## config.mk

```make
export PLATFORM = sky130hd
export DESIGN_NAME = regfile_write_arbiter
export DESIGN_NICKNAME = d
export VERILOG_FILES = /design/src/rtl/regfile_pkg.sv /design/src/rtl/rr_arbiter.sv /design/src/rtl/regfile_write_arbiter.sv
export SDC_FILE = /design/constraint.sdc
export NUM_CORES = 1
export LEC_CHECK = 0
export CORE_UTILIZATION = 37
export DETAILED_ROUTE_END_ITERATION = 7
export GPL_TIMING_DRIVEN = 0
export PLACE_DENSITY = 0.81
export REMOVE_ABC_BUFFERS = 1
export SYNTH_ARGS = -nofsm -noshare
export SYNTH_HDL_FRONTEND = slang
export SYNTH_HIERARCHICAL = 1
export SYNTH_SLANG_ARGS = --single-unit
```

## constraint.sdc

```tcl
create_clock -name clk -period 2.2 [get_ports clk]
set_clock_uncertainty 0.2 [all_clocks]
set_input_delay 0.66 -clock clk [delete_from_list [all_inputs] [get_ports clk]]
set_output_delay 0.66 -clock clk [all_outputs]
set_load 0.05 [all_outputs]
```

## src/rtl/regfile_pkg.sv

```systemverilog
// Shared register-file definitions: default widths, the zero register and the
// write-request record used by writeback arbiters.
package regfile_pkg;

  localparam int REG_ADDR_W = 5;
  localparam int REG_DATA_W = 32;
  localparam int MAX_REQ    = 4;

  localparam logic [REG_ADDR_W-1:0] REG_ZERO = 5'd0;

  typedef struct packed {
    logic [REG_ADDR_W-1:0] addr;
    logic [REG_DATA_W-1:0] data;
  } wr_req_t;

endpackage

```

## src/rtl/rr_arbiter.sv

```systemverilog
// Combinational round-robin arbiter: one-hot grant to the first requester
// after last_grant, wrapping around. Shared with the memory-port arbiter.
module rr_arbiter #(
  parameter int N = 2
) (
  input  logic [N-1:0]                         req,
  input  logic [((N > 1) ? $clog2(N) : 1)-1:0] last_grant,
  output logic [N-1:0]                         grant
);

  localparam int PTR_W = (N > 1) ? $clog2(N) : 1;

  logic             found;
  logic [PTR_W-1:0] idx;

  always_comb begin
    grant = '0;
    found = 1'b0;
    idx   = '0;
    // k = 1 first so the previous winner is considered last
    for (int k = 1; k <= N; k++) begin
      idx = PTR_W'((int'(last_grant) + k) % N);
      if (!found && req[idx]) begin
        grant[idx] = 1'b1;
        found      = 1'b1;
      end
    end
  end

endmodule

```

## src/rtl/regfile_write_arbiter.sv

```systemverilog
// Round-robin arbiter for the single register-file write port, with a
// registered write stage. Define REGFILE_ARB_BYPASS_EN for the forwarding port.
module regfile_write_arbiter
  import regfile_pkg::*;
#(
  parameter int NUM_REQ = 2,
  parameter int ADDR_W  = REG_ADDR_W,
  parameter int DATA_W  = REG_DATA_W
) (
  input  logic                      clk,
  input  logic                      reset,
  input  logic [NUM_REQ-1:0]        req_valid,
  input  logic [NUM_REQ*ADDR_W-1:0] req_addr,
  input  logic [NUM_REQ*DATA_W-1:0] req_data,
  output logic [NUM_REQ-1:0]        req_ready,
  input  logic                      rf_busy,
  output logic                      wr_en,
  output logic [ADDR_W-1:0]         wr_addr,
  output logic [DATA_W-1:0]         wr_data,
  output logic                      collision
`ifdef REGFILE_ARB_BYPASS_EN
  ,
  input  logic [ADDR_W-1:0]         byp_addr,
  output logic                      byp_hit,
  output logic [DATA_W-1:0]         byp_data
`endif
);

  localparam int               PTR_W     = (NUM_REQ > 1) ? $clog2(NUM_REQ) : 1;
  localparam logic [PTR_W-1:0] PTR_RESET = PTR_W'(NUM_REQ - 1);

  logic [PTR_W-1:0]   last_grant;
  logic [NUM_REQ-1:0] arb_req;
  logic [NUM_REQ-1:0] grant;
  logic [PTR_W-1:0]   grant_idx;
  logic               xfer;
  logic [ADDR_W-1:0]  sel_addr;
  logic [DATA_W-1:0]  sel_data;
  logic               coll_hit;

  logic               wr_en_p1;
  logic [ADDR_W-1:0]  wr_addr_p1;
  logic [DATA_W-1:0]  wr_data_p1;
  logic               coll_p1;

  function automatic logic [ADDR_W-1:0] addr_of(input int i);
    return req_addr[i*ADDR_W +: ADDR_W];
  endfunction

  function automatic logic [DATA_W-1:0] data_of(input int i);
    return req_data[i*DATA_W +: DATA_W];
  endfunction

  // Busy register file masks every request so no grant, and no pointer move, happens
  assign arb_req = rf_busy ? '0 : req_valid;

  rr_arbiter #(
    .N (NUM_REQ)
  ) u_rr (
    .req        (arb_req),
    .last_grant (last_grant),
    .grant      (grant)
  );

  assign req_ready = grant;
  assign xfer      = |grant;

  always_comb begin
    grant_idx = '0;
    sel_addr  = '0;
    sel_data  = '0;
    for (int i = 0; i < NUM_REQ; i++) begin
      if (grant[i]) begin
        grant_idx = PTR_W'(i);
        sel_addr  = addr_of(i);
        sel_data  = data_of(i);
      end
    end
  end

  // Collision looks at raw valids, independent of rf_busy and the grant
  always_comb begin
    coll_hit = 1'b0;
    for (int i = 0; i < NUM_REQ; i++) begin
      for (int j = i + 1; j < NUM_REQ; j++) begin
        if (req_valid[i] && req_valid[j] &&
            (addr_of(i) == addr_of(j)) && (addr_of(i) != '0)) begin
          coll_hit = 1'b1;
        end
      end
    end
  end

  // ---- stage p0 -> p1: registered write and pointer update ----
  always_ff @(posedge clk or posedge reset) begin
    if (reset) begin
      last_grant <= PTR_RESET;
      wr_en_p1   <= 1'b0;
      wr_addr_p1 <= '0;
      wr_data_p1 <= '0;
      coll_p1    <= 1'b0;
    end else begin
      coll_p1  <= coll_hit;
      wr_en_p1 <= xfer && (sel_addr != '0);
      if (xfer) begin
        last_grant <= grant_idx;
        wr_addr_p1 <= sel_addr;
        wr_data_p1 <= sel_data;
      end
    end
  end

  assign wr_en     = wr_en_p1;
  assign wr_addr   = wr_addr_p1;
  assign wr_data   = wr_data_p1;
  assign collision = coll_p1;

`ifdef REGFILE_ARB_BYPASS_EN
  // The register file commits after the edge, so readers forward the landing write
  assign byp_hit  = wr_en_p1 && (wr_addr_p1 == byp_addr) && (byp_addr != '0);
  assign byp_data = wr_data_p1;
`endif

endmodule

```

==> results.md, run 1 <==
- Synth Register Bits: 40
- Post-DP HPWL: approximately 3.8 mm
- WL per Instance: approximately 17 um
- Row count: 25
- Fmax: about 440 MHz
- Count of yosys warnings during synthesis: 6
- Post-synthesis mux area share: 0.193
- Sink Count: 40
- Final Cycle Share: 1.04
- Initial antenna violation count: 0
- I/O pins: 120
- CTS buffer count: 5
- Initial Util: 0.397
- Setup TNS: -0.110 ns
- Die Y: 74.1 um
- Hold buffers post-CTS: 0
- Final Max Slew Viols: 0
- Worst VDD drop: 0.000503 V
- Commonest cells in the netlist: dfrtp_1 (39), nand2_1 (38), o21ai_0 (38), mux2i_1 (37), clkbuf_1 (6)
- Slew HR: 0.429
- Final hold violations: 0
- CTS Buffer Depth: 2
- Cell with the most instances after synthesis: dfrtp_1
- Drt drc: 0
- Synth area leaders: dfrtp_1 (51%), mux2i_1 (19%), o21ai_0 (9.9%)
- Post-synthesis sequential area ratio: 0.521
- Arr. time, crit path: between 1 and 1.5 ns
- GR Overflow Total: 0
- Critical Path End Type: output port
- GPL Wtd Cong: 0.784
- First-pass GRT wire length: between 9 and 10 mm
- Combinational power share: 0.426
- Share of cells above drive strength 1: 0.125
- Adder-cell share of the synthesized area: 0
- Switching share of power: 0.394
- Status: complete, but fails checks
- Max cap viols: 0
- Seq pwr share: 0.370
- Critical Path RT: about 1.3 ns
- Setup CP Type: primary input to output port
- Nets: ~400
- Total routed wirelength: between 6 and 7 mm
- Via count: 1,951
- Power Total: 2.48 mW
- Largest net degree at the start of global routing: around 40
- Post-route ant nets: 0
- Clock slew at reported path FFs: ~0.07 ns
- Compound-gate portion of the synthesized area: 0.127
- Count of cell types in the netlist: 24
- Clock power share: 0.204
- DR pass1 iterations: 4
- Pwr dens: around 710 mW/mm^2
- XOR/XNOR Fraction of Synth Area: 0.0182
- Vias in the first global route: around 1,900
- Core Area: around 0.0048 mm^2
- Top FF cell, synth: dfrtp_1
- GRT Resource Usage Total: 0.237
- DP Worst Slack: -1.97 ns
- Async S/R FF share, synth: 1.00
- Main combinational cell family by area after synthesis: multiplexers
- Simple-Gate Fraction of Synth Area: 0.0956
- Leak: about 1.5 nW
- Number of flops mapped to enable cells by yosys: 0
- Depth of the CTS H-tree: 2
- Psw: between 0.9 and 1 mW
- Die Area: roughly 0.0055 mm^2
- CP max FO: 2
- Worst setup SP type: primary input
- PnR worst setup slack: -0.0816 ns
- PortBufs: about 120
- Syn avg cell area: around 10 um^2
- Setup violations, final: 2
- Later-pin clock latency in the skew report: about 0.29 ns
- Worst Max-Slew Pin Slew: about 0.86 ns
- Antenna cell count: 0
- Synth-to-Final Area Change: 81.8%
- Initial drt markers: approximately 80
- CTS root buf: clkbuf_8
- P_int: roughly 1.5 mW
- DR vias/cell: ~5.0
- Die width: ~74 um
- Worst hold path class: flop to flop
- CTS tree: done
- Yosys top cell by area: dfrtp_1
- Failing checks: setup timing
- Mapped Cells: between 150 and 200
- Post-Synthesis Cell Area: between 0.0015 and 0.002 mm^2
- RSZ-0062 raised after global routing: yes
- Post-layout min period: approximately 2.3 ns
- Yosys top cell area share: 0.507
area by class of cell:
type / count / area, um^2
clock buffer: 8 / 90.1
fill: 361 / 1350
inverter: 4 / 17.5
multi-input combinational: 132 / 901
sequential: 40 / 1000
tap: 67 / 83.8
timing repair buffer: 136 / 1400
flip-flops by register name, summed over array words and instances, names as in the netlist:
register	count
wr_en	1
collision	1
wr_data	32
last_grant	1
wr_addr	5
power by group through the flow:
| stage | Sequential [mW] | Clock, mW | Combinational [mW] |
|---|---|---|---|
| 2_1_floorplan | 1.34 | 0 | 0.211 |
| 3_3_place_gp | 0.928 | 0 | 1.05 |
| 3_5_place_dp | 0.931 | 0 | 1.06 |
| 4_1_cts | 0.919 | 0.519 | 1.05 |
| 5_1_grt | 0.932 | 0.552 | 1.11 |
| 6_report | 0.916 | 0.505 | 1.06 |
placed cells by master (no fill, tap or decap), types with 2 or more instances in the layout:
cell type,instances
clkdlybuf4s50_1,75
dfrtp_1,39
dlygate4sd2_1,39
nand2_1,38
o21ai_0,38
mux2i_1,37
buf_4,11
clkbuf_8,6
buf_12,4
xnor2_1,3
a21boi_4,3
bufbuf_16,3
buf_6,3
nor2b_4,2
inv_1,2
clkbuf_1,2
cells by family (layout without fill, tap and decap cells):
| family | Yosys count | after routing |
|---|---|---|
| buffers and inverters | 17 | 148 |
| AO/OA/AOI/OAI | 45 | 47 |
| flip-flops | 40 | 40 |
| multiplexers | 37 | 37 |
| XOR/XNOR | 4 | 4 |
| AND/OR/NAND/NOR | 44 | 44 |
worst paths after layout:
kind	cells past startpoint	from	end	slack [ns]
hold / removal	2	wr_data[31]$_DFFE_PP0P_	wr_data[31]$_DFFE_PP0P_	0.37
hold reg to reg	2	wr_data[31]$_DFFE_PP0P_	wr_data[31]$_DFFE_PP0P_	0.37
min in group asynchronous	2	reset	wr_data[1]$_DFFE_PP0P_	0.66
setup / recovery	6	req_valid[1]	req_ready[0]	-0.08
max in group asynchronous	2	reset	wr_data[3]$_DFFE_PP0P_	0.61
setup reg to reg	7	last_grant$_DFFE_PP1P_	wr_data[11]$_DFFE_PP0P_	0.23
worst max-delay path, stage by stage:
cell      delay [ns]
buf_6           0.09
nor2b_4         0.12
buf_6           0.12
a21boi_4        0.17
buf_12          0.13
buf_12          0.12
metrics by stage:
stage,cell area [um^2],instances,hold WS (ns),utilization
3_3_place_gp,3130,360,0.326,0.645
3_5_place_dp,3190,362,0.355,0.658
2_1_floorplan,1850,174,0.320,-
5_1_grt,3500,387,0.388,0.721
6_report,3500,387,0.366,0.721
4_1_cts,3470,385,0.372,0.715
per-layer routing:
metal / vias up / share of wire / routed length, um / global-route usage
met5: - / 0 / 0 / 0
met4: 0 / 0.022 / 140 / 0.0791
met3: 16 / 0.083 / 528 / 0.0786
met2: 93 / 0.51 / 3230 / 0.414
met1: 934 / 0.39 / 2490 / 0.272
li1: 908 / - / - / -
timing repair:
item,CTS,global route
pin swaps,1,0
buffers inserted,10,2
resized for setup,80,2
cloned,5,0
endpoints found under the setup margin,80,3
Power figures use the tool's default switching activity.
==> run 2: changes to the inputs <==
--- a/config.mk
+++ b/config.mk
@@ -6,6 +6,7 @@
 export NUM_CORES = 1
 export LEC_CHECK = 0
 export CORE_UTILIZATION = 37
+export CTS_CLUSTER_SIZE = 8
 export DETAILED_ROUTE_END_ITERATION = 7
 export GPL_TIMING_DRIVEN = 0
 export PLACE_DENSITY = 0.81
==> constraint.sdc (replaced) <==
create_clock -name clk -period 2.45 [get_ports clk]
set_clock_uncertainty 0.2 [all_clocks]
set_input_delay 0.735 -clock clk [delete_from_list [all_inputs] [get_ports clk]]
set_output_delay 0.735 -clock clk [all_outputs]
set_load 0.05 [all_outputs]
==> results.md, run 2 (same netlist as run 1, synthesis figures left out) <==
- Clock slew at reported path FFs: 0.07 ns
- Setup violations, final: 0
- CP max FO: 2
- Die Area: ~0.0055 mm^2
- Row count: 25
- Worst Max-Slew Pin Slew: about 0.86 ns
- Max cap viols: 0
- GPL Wtd Cong: around 0.8
- Die Y: ~74 um
- Sink Count: 40
- Final instance area: about 0.0035 mm^2
- Arr. time, crit path: around 1.5 ns
- Post-layout min period: ~2.4 ns
- Largest register FFs: 32
- Share of cells above drive strength 1: 0.125
- FILL cells: 356
- Core Area: between 0.004 and 0.005 mm^2
- Multi-input logic area: around 890 um^2
- First-pass GRT wire length: 9.52 mm
- I/O pins: 120
- Final hold violations: 0
- Via count: 1,937
- Nets: about 400
- Leak: about 1.5 nW
- Final Max Slew Viols: 0
- Later-pin clock latency in the skew report: just under 0.3 ns
- Power Total: 2.30 mW
- Worst hold path class: flop to flop
- Total routed wirelength: 6.36 mm
- Commonest non-fill, non-tap cell in the layout: clkdlybuf4s50_1
- DR vias/cell: 4.99
- Initial drt markers: between 100 and 150
- Critical Path End Type: output port
- Setup TNS: 0 ns
- Die width: around 74 um
- Status: finished clean
- CTS Buffer Depth: 2
- Pwr dens: roughly 650 mW/mm^2
- Drt drc: 0
- PortBufs: 119
- Final Cycle Share: 0.994
- DR pass1 iterations: 4
- Setup CP Type: primary input to output port
- Slew HR: 0.425
- Worst setup SP type: primary input
- Largest net degree at the start of global routing: 41
- Synth-to-Final Area Change: 83.7%
- Critical Path RT: around 1.5 ns
- Commonest non-fill, non-tap cells in the layout: clkdlybuf4s50_1 (112), dfrtp_1 (39), nand2_1 (38), o21ai_0 (38), mux2i_1 (37)
- Depth of the CTS H-tree: 2
- Final Util: 0.729
- Vias in the first global route: roughly 1,900
- Initial antenna violation count: 0
- CTS tree: done
- WL per Instance: 16.4 um
- CTS buffer count: 5
- Post-DP HPWL: around 3.8 mm
- CTS root buf: clkbuf_8
- Post-route ant nets: 0
- GRT Resource Usage Total: 0.236
- Fmax: ~410 MHz
- Antenna cell count: 0
- GR Overflow Total: 0
- Initial Util: 0.397
- Sequential standard cell area: roughly 0.0010 mm^2
- Worst VDD drop: 0.000513 V
- Dpl cell area: 0.00319 mm^2
==> run 2: changes by cell type in the layout (fill, tap and decap cells not counted), sizes merged <==
cell           delta
dlygate4sd2      -39
buf               +1
clkdlybuf4s50    +37
dlymetal6s2s      +2
==> run 2: final timing paths <==
path                       slack, ns  depth (start not counted)                 endpoint                     from
max                             0.02                          6             req_ready[0]             req_valid[1]
min                             0.37                          2  wr_data[24]$_DFFE_PP0P_  wr_data[24]$_DFFE_PP0P_
max reg2reg                     0.45                          7   wr_data[9]$_DFFE_PP0P_   last_grant$_DFFE_PP1P_
min reg2reg                     0.37                          2  wr_data[24]$_DFFE_PP0P_  wr_data[24]$_DFFE_PP0P_
max in group asynchronous       0.77                          2   wr_data[7]$_DFFE_PP0P_                    reset
min in group asynchronous       0.74                          2   wr_data[1]$_DFFE_PP0P_                    reset
==> run 2: report_power, final <==
group          internal, mW  leakage, nW  total [mW]  switching, mW
sequential            0.768        0.486       0.826         0.0574
clock                 0.230       0.0455       0.451          0.221
combinational         0.422        0.933        1.02          0.599
==> run 2: area by class of cell <==
class / count / share of cell area
clock buffers: 8 / 0.0255
inverters: 4 / 0.00425
multi-input cells: 132 / 0.253
flip-flops and latches: 40 / 0.284
well taps: 67 / 0.0237
repair buffers: 137 / 0.410
==> run 2: layer usage <==
metal	routed length [um]	vias to the layer above	GRT usage	share of wire
met5	0	-	0	0
met2	3240	87	0.416	0.51
met1	2510	930	0.278	0.39
met4	83	0	0.0684	0.013
li1	-	910	-	-
met3	524	10	0.0705	0.082
==> run 2: critical path, stage by stage <==
cell	delay [ns]
buf_2	0.11
nor2b_4	0.13
buf_6	0.11
a21boi_4	0.16
buf_12	0.13
buf_12	0.12
==> run 2: metrics by stage <==
stage                     worst slack (ns)  hold slack (ns)  std cells
after floorplan                      -3.99            0.320        174
after global placement               -6.39            0.326        360
after detailed placement             -1.87            0.355        362
after CTS                           0.0158            0.377        385
after global routing              -0.00726            0.393        388
final                               0.0154            0.369        388
==> run 2: timing repair <==
item	in CTS	in global routing
pin swaps	1	1
cloned	5	0
hold buffers	0	0
setup endpoints to repair	41	4
gates resized for setup	34	6
setup buffers	10	3
==> run 3: changes to the inputs <==
--- a/config.mk
+++ b/config.mk
@@ -6,7 +6,7 @@
 export NUM_CORES = 1
 export LEC_CHECK = 0
 export CORE_UTILIZATION = 37
-export CTS_CLUSTER_SIZE = 8
+export CTS_CLUSTER_SIZE = 28
 export DETAILED_ROUTE_END_ITERATION = 7
 export GPL_TIMING_DRIVEN = 0
 export PLACE_DENSITY = 0.81
==> results of run 3 <==
Same layout as run 2: the final DEF is identical, and so are final timing and power.
